## config.mk

```make
export PLATFORM = sky130hd
export DESIGN_NAME = dmac_channel_datapath_p
export DESIGN_NICKNAME = d
export VERILOG_FILES = /design/src/rtl/dmac_channel_datapath_p.sv
export SDC_FILE = /design/constraint.sdc
export NUM_CORES = 1
export LEC_CHECK = 0
export CAP_MARGIN = 20
export CORE_MARGIN = 2
export CORE_UTILIZATION = 46
export CTS_CLUSTER_DIAMETER = 40
export DETAILED_ROUTE_END_ITERATION = 16
export PLACE_DENSITY = 0.67
export SYNTH_ARGS = -nofsm -noshare
export SYNTH_HDL_FRONTEND = slang
export SYNTH_SLANG_ARGS = --single-unit
```

## constraint.sdc

```tcl
create_clock -name clk -period 18.65 [get_ports clk]
set_clock_uncertainty 0.05 [all_clocks]
set_input_delay 1.865 -clock clk [delete_from_list [all_inputs] [get_ports clk]]
set_output_delay 1.865 -clock clk [all_outputs]
set_load 0.005 [all_outputs]
```

## src/rtl/dmac_channel_datapath_p.sv

```systemverilog
// DMA channel datapath: read side fills an internal FIFO, write side drains it.
// Each side has its own address generator, burst sizing and beat counting.
module dmac_channel_datapath_p #(
    parameter int unsigned ADDR_W     = 32,
    parameter int unsigned DATA_W     = 32,
    parameter int unsigned FIFO_DEPTH = 16,
    parameter int unsigned CNT_W      = 16,
    localparam int unsigned NL        = DATA_W / 8,
    localparam int unsigned LVL_W     = $clog2(FIFO_DEPTH) + 1
) (
    input  logic              clk,
    input  logic              rst,
    input  logic              cfg_load,
    input  logic [ADDR_W-1:0] cfg_src_addr,
    input  logic [ADDR_W-1:0] cfg_dst_addr,
    input  logic [CNT_W-1:0]  cfg_beats,
    input  logic [1:0]        cfg_burst,
    input  logic              cfg_src_inc,
    input  logic              cfg_dst_inc,
    input  logic [2:0]        cfg_hsize,
    input  logic              rd_start,
    input  logic              rd_beat,
    input  logic [DATA_W-1:0] rd_data,
    input  logic              wr_start,
    input  logic              wr_beat,
    input  logic              h_sel,
    output logic [ADDR_W-1:0] m_addr,
    output logic [2:0]        m_hburst,
    output logic [2:0]        m_hsize,
    output logic [DATA_W-1:0] m_wdata,
    output logic [NL-1:0]     m_wstrb,
    output logic [4:0]        rd_len,
    output logic [4:0]        wr_len,
    output logic              rd_last,
    output logic              wr_last,
    output logic              rd_ok,
    output logic              wr_ok,
    output logic              rd_done,
    output logic              wr_done,
    output logic              fifo_full,
    output logic              fifo_empty,
    output logic [LVL_W-1:0]  fifo_level,
    output logic              err
);

    localparam int unsigned PTR_W = $clog2(FIFO_DEPTH);
    localparam int unsigned OFF_W = $clog2(NL);

    logic [ADDR_W-1:0] src_addr, dst_addr;
    logic [CNT_W-1:0]  rd_rem, wr_rem;
    logic [4:0]        rd_cnt, wr_cnt;
    logic [1:0]        burst_q;
    logic              src_inc_q, dst_inc_q;
    logic [2:0]        hsize_q;
    logic [DATA_W-1:0] mem [FIFO_DEPTH];
    logic [PTR_W-1:0]  wptr, rptr;
    logic [LVL_W-1:0]  level;

    logic [4:0]        blen, rd_cand, wr_cand, sel_len;
    logic [ADDR_W-1:0] addr_step;
    logic [OFF_W-1:0]  lane_off;
    logic [3:0]        size_b;
    logic              misaligned;
    logic [NL-1:0]     strb;
    logic              push, pop;

    always_comb begin
        unique case (burst_q)
            2'd0:    blen = 5'd1;
            2'd1:    blen = 5'd4;
            2'd2:    blen = 5'd8;
            default: blen = 5'd16;
        endcase
    end

    // Remainders shorter than a full burst are moved as single beats.
    assign rd_cand = (rd_rem >= CNT_W'(blen)) ? blen : 5'd1;
    assign wr_cand = (wr_rem >= CNT_W'(blen)) ? blen : 5'd1;

    assign fifo_level = level;
    assign fifo_full  = (level == LVL_W'(FIFO_DEPTH));
    assign fifo_empty = (level == '0);
    assign m_wdata    = mem[rptr];
    assign m_hsize    = hsize_q;

    assign rd_ok = !rd_done && ((LVL_W'(FIFO_DEPTH) - level) >= LVL_W'(rd_cand));
    assign wr_ok = !wr_done && (level >= LVL_W'(wr_cand));

    assign rd_last = rd_beat && (rd_cnt == 5'd1);
    assign wr_last = wr_beat && (wr_cnt == 5'd1);

    assign m_addr  = h_sel ? dst_addr : src_addr;
    assign sel_len = h_sel ? wr_len : rd_len;

    always_comb begin
        case (sel_len)
            5'd4:    m_hburst = 3'b011;
            5'd8:    m_hburst = 3'b101;
            5'd16:   m_hburst = 3'b111;
            default: m_hburst = 3'b000;
        endcase
    end

    assign addr_step = ADDR_W'(1) << hsize_q;
    assign lane_off  = dst_addr[OFF_W-1:0];
    assign size_b    = 4'(1) << hsize_q;
    // A full-width beat shifts the mask to zero, so all lane bits must be clear.
    assign misaligned = (lane_off & ((OFF_W'(1) << hsize_q) - OFF_W'(1))) != '0;

    always_comb begin
        strb = '0;
        for (int i = 0; i < NL; i++) begin
            strb[i] = (i >= int'(lane_off)) && (i < int'(lane_off) + int'(size_b));
        end
    end

    assign m_wstrb = (h_sel && !fifo_empty && !misaligned) ? strb : '0;

    // A pop in the same cycle frees the slot, so a push into a full FIFO is allowed then.
    assign pop  = wr_beat && !fifo_empty;
    assign push = rd_beat && (!fifo_full || pop);

    always_ff @(posedge clk or posedge rst) begin
        if (rst) begin
            src_addr  <= '0;
            dst_addr  <= '0;
            rd_rem    <= '0;
            wr_rem    <= '0;
            rd_cnt    <= '0;
            wr_cnt    <= '0;
            rd_len    <= '0;
            wr_len    <= '0;
            burst_q   <= '0;
            src_inc_q <= 1'b0;
            dst_inc_q <= 1'b0;
            hsize_q   <= '0;
            wptr      <= '0;
            rptr      <= '0;
            level     <= '0;
            rd_done   <= 1'b1;
            wr_done   <= 1'b1;
            err       <= 1'b0;
            for (int i = 0; i < FIFO_DEPTH; i++) mem[i] <= '0;
        end else if (cfg_load) begin
            src_addr  <= cfg_src_addr;
            dst_addr  <= cfg_dst_addr;
            rd_rem    <= cfg_beats;
            wr_rem    <= cfg_beats;
            rd_cnt    <= '0;
            wr_cnt    <= '0;
            rd_len    <= '0;
            wr_len    <= '0;
            burst_q   <= cfg_burst;
            src_inc_q <= cfg_src_inc;
            dst_inc_q <= cfg_dst_inc;
            hsize_q   <= cfg_hsize;
            wptr      <= '0;
            rptr      <= '0;
            level     <= '0;
            rd_done   <= (cfg_beats == '0);
            wr_done   <= (cfg_beats == '0);
            err       <= 1'b0;
        end else begin
            if (rd_start && !rd_done) begin
                rd_len <= rd_cand;
                rd_cnt <= rd_cand;
            end else if (rd_beat && rd_cnt != '0) begin
                rd_cnt <= rd_cnt - 5'd1;
            end
            if (wr_start && !wr_done) begin
                wr_len <= wr_cand;
                wr_cnt <= wr_cand;
            end else if (pop && wr_cnt != '0) begin
                wr_cnt <= wr_cnt - 5'd1;
            end

            if (rd_beat && !rd_done) begin
                rd_rem  <= rd_rem - CNT_W'(1);
                rd_done <= (rd_rem == CNT_W'(1));
                if (src_inc_q) src_addr <= src_addr + addr_step;
            end
            if (pop && !wr_done) begin
                wr_rem  <= wr_rem - CNT_W'(1);
                wr_done <= (wr_rem == CNT_W'(1));
                if (dst_inc_q) dst_addr <= dst_addr + addr_step;
            end

            if (push) begin
                mem[wptr] <= rd_data;
                wptr      <= wptr + PTR_W'(1);
            end
            if (pop) rptr <= rptr + PTR_W'(1);
            case ({push, pop})
                2'b10:   level <= level + LVL_W'(1);
                2'b01:   level <= level - LVL_W'(1);
                default: level <= level;
            endcase

            if ((rd_beat && !push) || (wr_beat && (!pop || misaligned))) err <= 1'b1;
        end
    end

endmodule

```

==> reports/summary.log, run 1 <==
[detailed_routing] via total after detailed routing 20188
[sta] hold violation total from the final report 0
[critical_path] required time reported for the critical path endpoint 16.73 ns
[clocking] TritonCTS clock tree done
[clocking] CTS Root Buffer Type sky130_fd_sc_hd__clkbuf_16
[global_routing] largest net degree at the start of global routing 213
[logic_synthesis] total of flip-flops plus latches after synthesis 649
[die] die area 71500 um2
[logic_synthesis] number of distinct standard cells referenced by the synthesized netlist 70
[logic_synthesis] most frequently used flop master after synthesis sky130_fd_sc_hd__dfrtp_1
[clocking] Clock Latency Late Sink 0.67 ns
[place] gpl congestion 0.857
[global_routing] vias in the first global route 21743
[clocking] cts repair resizes 0
[sta] number of setup violations in the final report 0
[logic_synthesis] Synth Cell Area 31900 um2
[critical_path] slowest cell delay on critical path 0.44 ns
[detailed_routing] wire per inst 22.6 um
[clocking] number of buffers between clock root and the deepest sink 3
[global_routing] total global-route track usage 0.228
[finish] core occupancy in the finished layout 0.563
[sta] achievable frequency 158 MHz
[sta] Final min period 6.32 ns
[clocking] Hold Buf Count CTS 0
[die] count of pins on the block boundary 225
[finish] layout net count 2698
[clocking] Setup Buffers After CTS 0
[sta] period utilisation layout 0.339
[job] max-capacitance violation count 0
[sta] Tightest Pin Transition 1.20 ns
[logic_synthesis] proportion of register bits with asynchronous set or reset after synthesis 1.00
[logic_synthesis] Warnings, synthesis 0
[clocking] maximum level of the CTS H-tree 3
[critical_path] critical setup path kind reg -> out
[die] Die Width 267 um
[min_path] type of the tightest min-delay check reg -> reg
[detailed_routing] detailed-route wire length 80000 um
[die] die extent in y 267 um
[clocking] Worst-path clk slew 0.05 ns
[detailed_routing] remaining number of nets flagged by the antenna check after routing 0
[finish] Syn-to-layout area delta 21.1%
[critical_path] crit start category flop
[pwr] leakage power figure 17.4 nW
[logic_synthesis] Synth Area per Inst 13.8 um2
[detailed_routing] number of search-and-repair iterations in the first detailed-routing pass 7
[logic_synthesis] number of instances in the synthesized netlist 2316
[global_routing] overflow left after global routing 0
[critical_path] chain of cells forming the critical path or2_2 -> inv_1 -> ha_1 -> or3b_1 -> a21o_1 -> a21o_1 -> a211o_1 -> nand2_1 -> ha_1 -> nor2_1 -> a21boi_0 -> o21ai_0 -> nand2b_1 -> a21oi_1 -> nor2_1 -> clkdlybuf4s50_1
[detailed_routing] DRC violations left 0
[clocking] TritonCTS buffer count 104
[sta] Slew Limit Headroom 0.200
[sta] unrepaired setup endpoints after global routing false
[critical_path] crit path capture type output port
[critical_path] cell with the largest stage delay on the worst path sky130_fd_sc_hd__dfrtp_1
[logic_synthesis] Post-synth EDFFs 0
[logic_synthesis] sequential-to-total area share from yosys stat 0.509
[sta] setup ws final 12.33 ns
[sta] worst-case hold slack 0.435 ns
[place] HPWL after detailed placement 48700 um
[sta] final slew viol count 0
[pwr] power density over cell area 119 nW/um2
[die] initial standard-cell utilization of the core 0.465
[critical_path] data arrival at the endpoint of the critical path 4.41 ns
[outcome] result of the run complete, no violations
[pwr] Final Total Pwr 0.00461 W
[place] Port Buf Inserts 222
[pwr] Worst VDD drop 0.0000907 V
[finish] fraction of layout instances using a drive strength above 1 0.369
[finish] Filler Cell Count 5546
[global_routing] initial antenna violation count 6
[sta] setup TNS 0 ns
[critical_path] largest fanout on the critical path 9
[die] Core Footprint 68700 um2
[detailed_routing] Vias per Instance 5.70
[clocking] total number of clock tree sinks 649
[detailed_routing] number of design-rule violations left by the first detailed-router iteration 1246
[die] Placement Rows 96
[global_routing] first-pass GRT wire length 126000 um
[place] Post-Place Setup Slack 13.01 ns
==> per-layer routing <==
| metal | up-vias | GRT usage | part of all wire |
|---|---|---|---|
| li1 | 8937 | - | - |
| met1 | 10610 | 0.305 | 0.43 |
| met2 | 487 | 0.374 | 0.49 |
| met3 | 150 | 0.0459 | 0.050 |
| met4 | 4 | 0.0758 | 0.025 |
| met5 | - | 0 | 0.00034 |
==> per-stage QoR <==
| step | cells | cell area [um2] |
|---|---|---|
| after CTS | 3535 | 38600 |
| final | 3542 | 38700 |
| after floorplan | 2317 | 31900 |
| after detailed placement | 3337 | 34900 |
| after global routing | 3542 | 38700 |
| after global placement | 3337 | 34900 |
==> cell usage after synthesis (6+ instances only) <==
| cell | count | area share |
|---|---|---|
| sky130_fd_sc_hd__dfrtp_1 | 647 | 0.51 |
| sky130_fd_sc_hd__mux2_2 | 529 | 0.19 |
| sky130_fd_sc_hd__mux4_2 | 160 | 0.11 |
| sky130_fd_sc_hd__nand2_1 | 121 | 0.014 |
| sky130_fd_sc_hd__o21ai_0 | 86 | 0.013 |
| sky130_fd_sc_hd__clkbuf_1 | 72 | 0.0085 |
| sky130_fd_sc_hd__buf_2 | 71 | 0.011 |
| sky130_fd_sc_hd__nor2_1 | 63 | 0.0074 |
| sky130_fd_sc_hd__xor2_1 | 59 | 0.016 |
| sky130_fd_sc_hd__ha_1 | 53 | 0.021 |
| sky130_fd_sc_hd__xnor2_1 | 48 | 0.013 |
| sky130_fd_sc_hd__a21oi_1 | 44 | 0.0069 |
| sky130_fd_sc_hd__nand3_1 | 40 | 0.0063 |
| sky130_fd_sc_hd__mux2_1 | 36 | 0.013 |
| sky130_fd_sc_hd__nor3_1 | 36 | 0.0056 |
| sky130_fd_sc_hd__inv_1 | 30 | 0.0035 |
| sky130_fd_sc_hd__nand4_1 | 17 | 0.0033 |
| sky130_fd_sc_hd__and3_1 | 15 | 0.0029 |
| sky130_fd_sc_hd__buf_1 | 15 | 0.0018 |
| sky130_fd_sc_hd__nor2b_1 | 13 | 0.0025 |
| sky130_fd_sc_hd__nor4_1 | 11 | 0.0022 |
| sky130_fd_sc_hd__a21o_1 | 8 | 0.0019 |
| sky130_fd_sc_hd__nand2b_1 | 8 | 0.0016 |
| sky130_fd_sc_hd__o211ai_1 | 8 | 0.0019 |
| sky130_fd_sc_hd__mux2i_1 | 7 | 0.0022 |
| sky130_fd_sc_hd__nor3b_1 | 7 | 0.0016 |
| sky130_fd_sc_hd__o21ai_1 | 7 | 0.0011 |
| sky130_fd_sc_hd__a31oi_1 | 6 | 0.0012 |
| sky130_fd_sc_hd__and2_1 | 6 | 0.0012 |
| sky130_fd_sc_hd__o2111ai_1 | 6 | 0.0016 |
==> cell type report <==
class                           instances  area, um2  share of cell area
Timing Repair Buffer                  256       2560              0.0662
Antenna cell                            4       10.0            0.000259
Inverter                               30        116             0.00301
Clock inverter                         72        798              0.0206
Multi-Input combinational cell       1474      14900               0.386
Sequential cell                       649      16300               0.420
Clock buffer                          126       2840              0.0734
Tap cell                              931       1160              0.0301
==> critical path, delay by kind of cell, from the launching register on <==
kind                     cells  cell delay [ns]
adder cells (fa/ha/maj)      2             0.45
buffers and inverters        2             0.54
AO/OA/AOI/OAI                6             1.26
AND/OR/NAND/NOR              6             1.05
flip-flops                   1             0.44
==> state kept, by name (all words and copies together), names as in the netlist <==
signal,flops
rd_len,4
wptr,4
rptr,4
rd_cnt,5
err,1
burst_q,2
wr_len,4
rd_rem,16
src_inc_q,1
dst_addr,32
mem,512
rd_done,1
src_addr,32
wr_cnt,5
fifo_level,5
wr_done,1
m_hsize,3
dst_inc_q,1
wr_rem,16
==> power by group <==
group | internal (W) | leakage (nW) | switching (W)
Combinational | 0.000549 | 7.01 | 0.000412
Clock | 0.00120 | 1.73 | 0.000742
Sequential | 0.00157 | 8.63 | 0.000134
Total | 0.00332 | 17.4 | 0.00129
==> cells by family after synthesis <==
kind of cell	after synthesis	synth area share
and+or+nand+nor	378	0.0618
DFF	649	0.509
adders and majority gates	56	0.0227
buffers and inverters	194	0.0264
muxes	732	0.314
AOI/OAI and AO/OA	199	0.0365
xor gates and xnor gates	107	0.0294
other	1	0.000117
==> cell usage in the layout (no fill, tap or decap), types with 15 or more instances in the layout <==
cell type and n:
sky130_fd_sc_hd__dfrtp_1 643, sky130_fd_sc_hd__mux2_2 529, sky130_fd_sc_hd__clkdlybuf4s50_1 220, sky130_fd_sc_hd__mux4_2 160, sky130_fd_sc_hd__nand2_1 121, sky130_fd_sc_hd__clkbuf_16 105
sky130_fd_sc_hd__o21ai_0 86, sky130_fd_sc_hd__nor2_1 63, sky130_fd_sc_hd__xor2_1 59, sky130_fd_sc_hd__ha_1 53, sky130_fd_sc_hd__xnor2_1 48, sky130_fd_sc_hd__a21oi_1 44
sky130_fd_sc_hd__nor3_1 36, sky130_fd_sc_hd__mux2_1 36, sky130_fd_sc_hd__buf_4 29, sky130_fd_sc_hd__inv_1 28, sky130_fd_sc_hd__nand3_1 24, sky130_fd_sc_hd__clkinvlp_4 19
sky130_fd_sc_hd__nand4_1 17, sky130_fd_sc_hd__nand3_2 16, sky130_fd_sc_hd__and3_1 15, sky130_fd_sc_hd__clkinv_2 15
==> path summary, 6_finish.rpt <==
path                       cells past startpoint  slack [ns]          start          to
setup / recovery                              16       12.33     burst_q[0]       wr_ok
hold / removal                                 1        0.43       mem[165]    mem[165]
setup reg to reg                              10       14.78  fifo_level[0]      mem[0]
hold reg to reg                                1        0.43       mem[165]    mem[165]
max in group asynchronous                      5       14.20            rst    mem[263]
min in group asynchronous                      2        1.47            rst  wr_rem[12]
(Power assumes the default switching activity.)
==> run 2: changes to the inputs <==
==> constraint.sdc (replaced) <==
create_clock -name clk -period 5.17 [get_ports clk]
set_clock_uncertainty 0.05 [all_clocks]
set_input_delay 0.517 -clock clk [delete_from_list [all_inputs] [get_ports clk]]
set_output_delay 0.517 -clock clk [all_outputs]
set_load 0.005 [all_outputs]
==> run 2 against run 1 <==
Sequential power grew to 3.6 times the previous value. Non-clock buffer count up 21. Combinational power increased to 3.7 times the previous value. Clock-buffer cell count shrank 7. Register-to-register slack worse by 13 ns. Global-route usage shrank 0.11 points. Die area did not move. Setup slack worse by 12 ns. Largest cell class unchanged.
==> reports/summary.log, run 2 (synthesized netlist as in run 1, its figures left out) <==
[outcome] result of the run complete, no violations
[sta] period utilisation layout 0.949
[die] die area 71500 um2
[detailed_routing] remaining number of nets flagged by the antenna check after routing 0
[sta] achievable frequency 204 MHz
[sta] hold violation total from the final report 0
[critical_path] slowest cell delay on critical path 0.45 ns
[finish] core occupancy in the finished layout 0.567
[detailed_routing] DRC violations left 0
[clocking] TritonCTS clock tree done
[clocking] Hold Buf Count CTS 0
[finish] layout net count 2719
[critical_path] largest fanout on the critical path 9
[detailed_routing] number of design-rule violations left by the first detailed-router iteration 1167
[min_path] type of the tightest min-delay check in -> async
[pwr] leakage power figure 17.6 nW
[clocking] total number of clock tree sinks 649
[clocking] TritonCTS buffer count 104
[finish] Top reg by flops mem
[critical_path] chain of cells forming the critical path or2_2 -> inv_1 -> ha_1 -> or3b_1 -> a21o_1 -> a21o_1 -> a211o_2 -> nand2_1 -> ha_1 -> nor2_1 -> a21boi_0 -> o21ai_0 -> nand2b_1 -> a21oi_2 -> nor2_1 -> clkdlybuf4s50_1
[clocking] Worst-path clk slew 0.06 ns
[sta] worst-case hold slack 0.0660 ns
[sta] final slew viol count 0
[sta] unrepaired setup endpoints after global routing false
[sta] Tightest Pin Transition 0.991 ns
[critical_path] crit path capture type output port
[place] HPWL after detailed placement 50700 um
[global_routing] total global-route track usage 0.227
[clocking] number of buffers between clock root and the deepest sink 3
[global_routing] overflow left after global routing 0
[die] Placement Rows 96
[sta] Final min period 4.91 ns
[finish] Syn-to-layout area delta 22.1%
[global_routing] vias in the first global route 21658
[detailed_routing] number of search-and-repair iterations in the first detailed-routing pass 5
[die] count of pins on the block boundary 225
[global_routing] first-pass GRT wire length 125000 um
[detailed_routing] Vias per Instance 5.67
[sta] Slew Limit Headroom 0.339
[clocking] cts repair resizes 0
[clocking] Setup Buffers After CTS 0
[die] die extent in y 267 um
[detailed_routing] detailed-route wire length 79300 um
[clocking] maximum level of the CTS H-tree 3
[finish] number of flip-flops in the largest register 512
[sta] number of setup violations in the final report 0
[finish] biggest registers after layout mem x512, dst_addr x32, src_addr x32
[global_routing] largest net degree at the start of global routing 125
[clocking] CTS Root Buffer Type sky130_fd_sc_hd__clkbuf_16
[place] Post-Place Setup Slack 0.828 ns
[detailed_routing] wire per inst 22.3 um
[pwr] power density over cell area 434 nW/um2
[finish] most common cell after layout, fill and taps aside sky130_fd_sc_hd__dfrtp_1
[sta] setup ws final 0.262 ns
[detailed_routing] via total after detailed routing 20201
[die] initial standard-cell utilization of the core 0.465
[sta] setup TNS 0 ns
[die] Die Width 267 um
[finish] Filler Cell Count 5519
[critical_path] crit start category flop
[job] max-capacitance violation count 0
[pwr] Worst VDD drop 0.000301 V
[global_routing] initial antenna violation count 5
[place] Port Buf Inserts 222
[clocking] Clock Latency Late Sink 0.66 ns
[critical_path] critical setup path kind reg -> out
[critical_path] cell with the largest stage delay on the worst path sky130_fd_sc_hd__clkdlybuf4s50_1
[finish] fraction of layout instances using a drive strength above 1 0.376
[die] Core Footprint 68700 um2
[place] gpl congestion 0.861
[critical_path] required time reported for the critical path endpoint 4.60 ns
[finish] most frequent cells in the layout sky130_fd_sc_hd__dfrtp_1, sky130_fd_sc_hd__mux2_2, sky130_fd_sc_hd__clkdlybuf4s50_1
[critical_path] data arrival at the endpoint of the critical path 4.34 ns
[run 2: cell types whose count changed in the layout (fill, tap and decap cells not counted), sizes merged]
cell,previous run,this run
bufinv,7,13
clkinvlp,19,10
clkbuf,126,119
clkinv,31,33
inv,45,50
buf,36,57
[run 2: layout make-up]
| class | count | area (um2) | area share |
|---|---|---|---|
| diodes | 4 | 10.0 | 0.000257 |
| clock buffers | 119 | 2770 | 0.0710 |
| well taps | 931 | 1160 | 0.0299 |
| flip-flops and latches | 649 | 16300 | 0.417 |
| multi-input cells | 1474 | 14900 | 0.383 |
| inverters | 30 | 116 | 0.00298 |
| clock inverters | 76 | 948 | 0.0243 |
| repair buffers | 277 | 2790 | 0.0716 |
[run 2: power breakdown]
group	switching, W	internal [W]
clock network	0.00266	0.00457
logic	0.00151	0.00202
registers	0.000474	0.00567
[run 2: worst max-delay path, delay by kind of cell, from the launching register on]
family,cells,cell delay (ns)
flops,1,0.44
simple gates,6,1.05
fa+ha+maj,2,0.45
compound gates,6,1.17
buf+inv,2,0.55
[run 2: final timing paths]
path	from	to	slack (ns)	cells past startpoint
min in group clk	cfg_load	rptr[1]	0.12	2
hold / removal	rst	mem[64]	0.07	2
max in group asynchronous	rst	mem[84]	3.82	4
setup / recovery	burst_q[0]	wr_ok	0.26	16
hold reg to reg	mem[224]	mem[224]	0.44	1
setup reg to reg	fifo_level[0]	mem[476]	1.30	9
[run 2: per-stage QoR]
stage	cell area, um2	cells	total power, W
after floorplan	31900	2317	0.00834
after global placement	35200	3360	0.00967
after detailed placement	35200	3360	0.00977
after CTS	38900	3555	0.0171
after global routing	39000	3560	0.0177
final	39000	3560	0.0169
[run 2: layer usage]
| metal | global-route usage | share of wire |
|---|---|---|
| met1 | 0.309 | 0.44 |
| met2 | 0.368 | 0.48 |
| met3 | 0.0428 | 0.044 |
| met4 | 0.0752 | 0.027 |
| met5 | 0 | 0.00024 |
==> run 3: changes to the inputs <==
--- a/config.mk
+++ b/config.mk
@@ -5,6 +5,7 @@
 export SDC_FILE = /design/constraint.sdc
 export NUM_CORES = 1
 export LEC_CHECK = 0
+export ABC_AREA = 0
 export CAP_MARGIN = 20
 export CORE_MARGIN = 2
 export CORE_UTILIZATION = 46
==> results of run 3 <==
The final DEF is identical to that of run 2; final timing and power are the same.
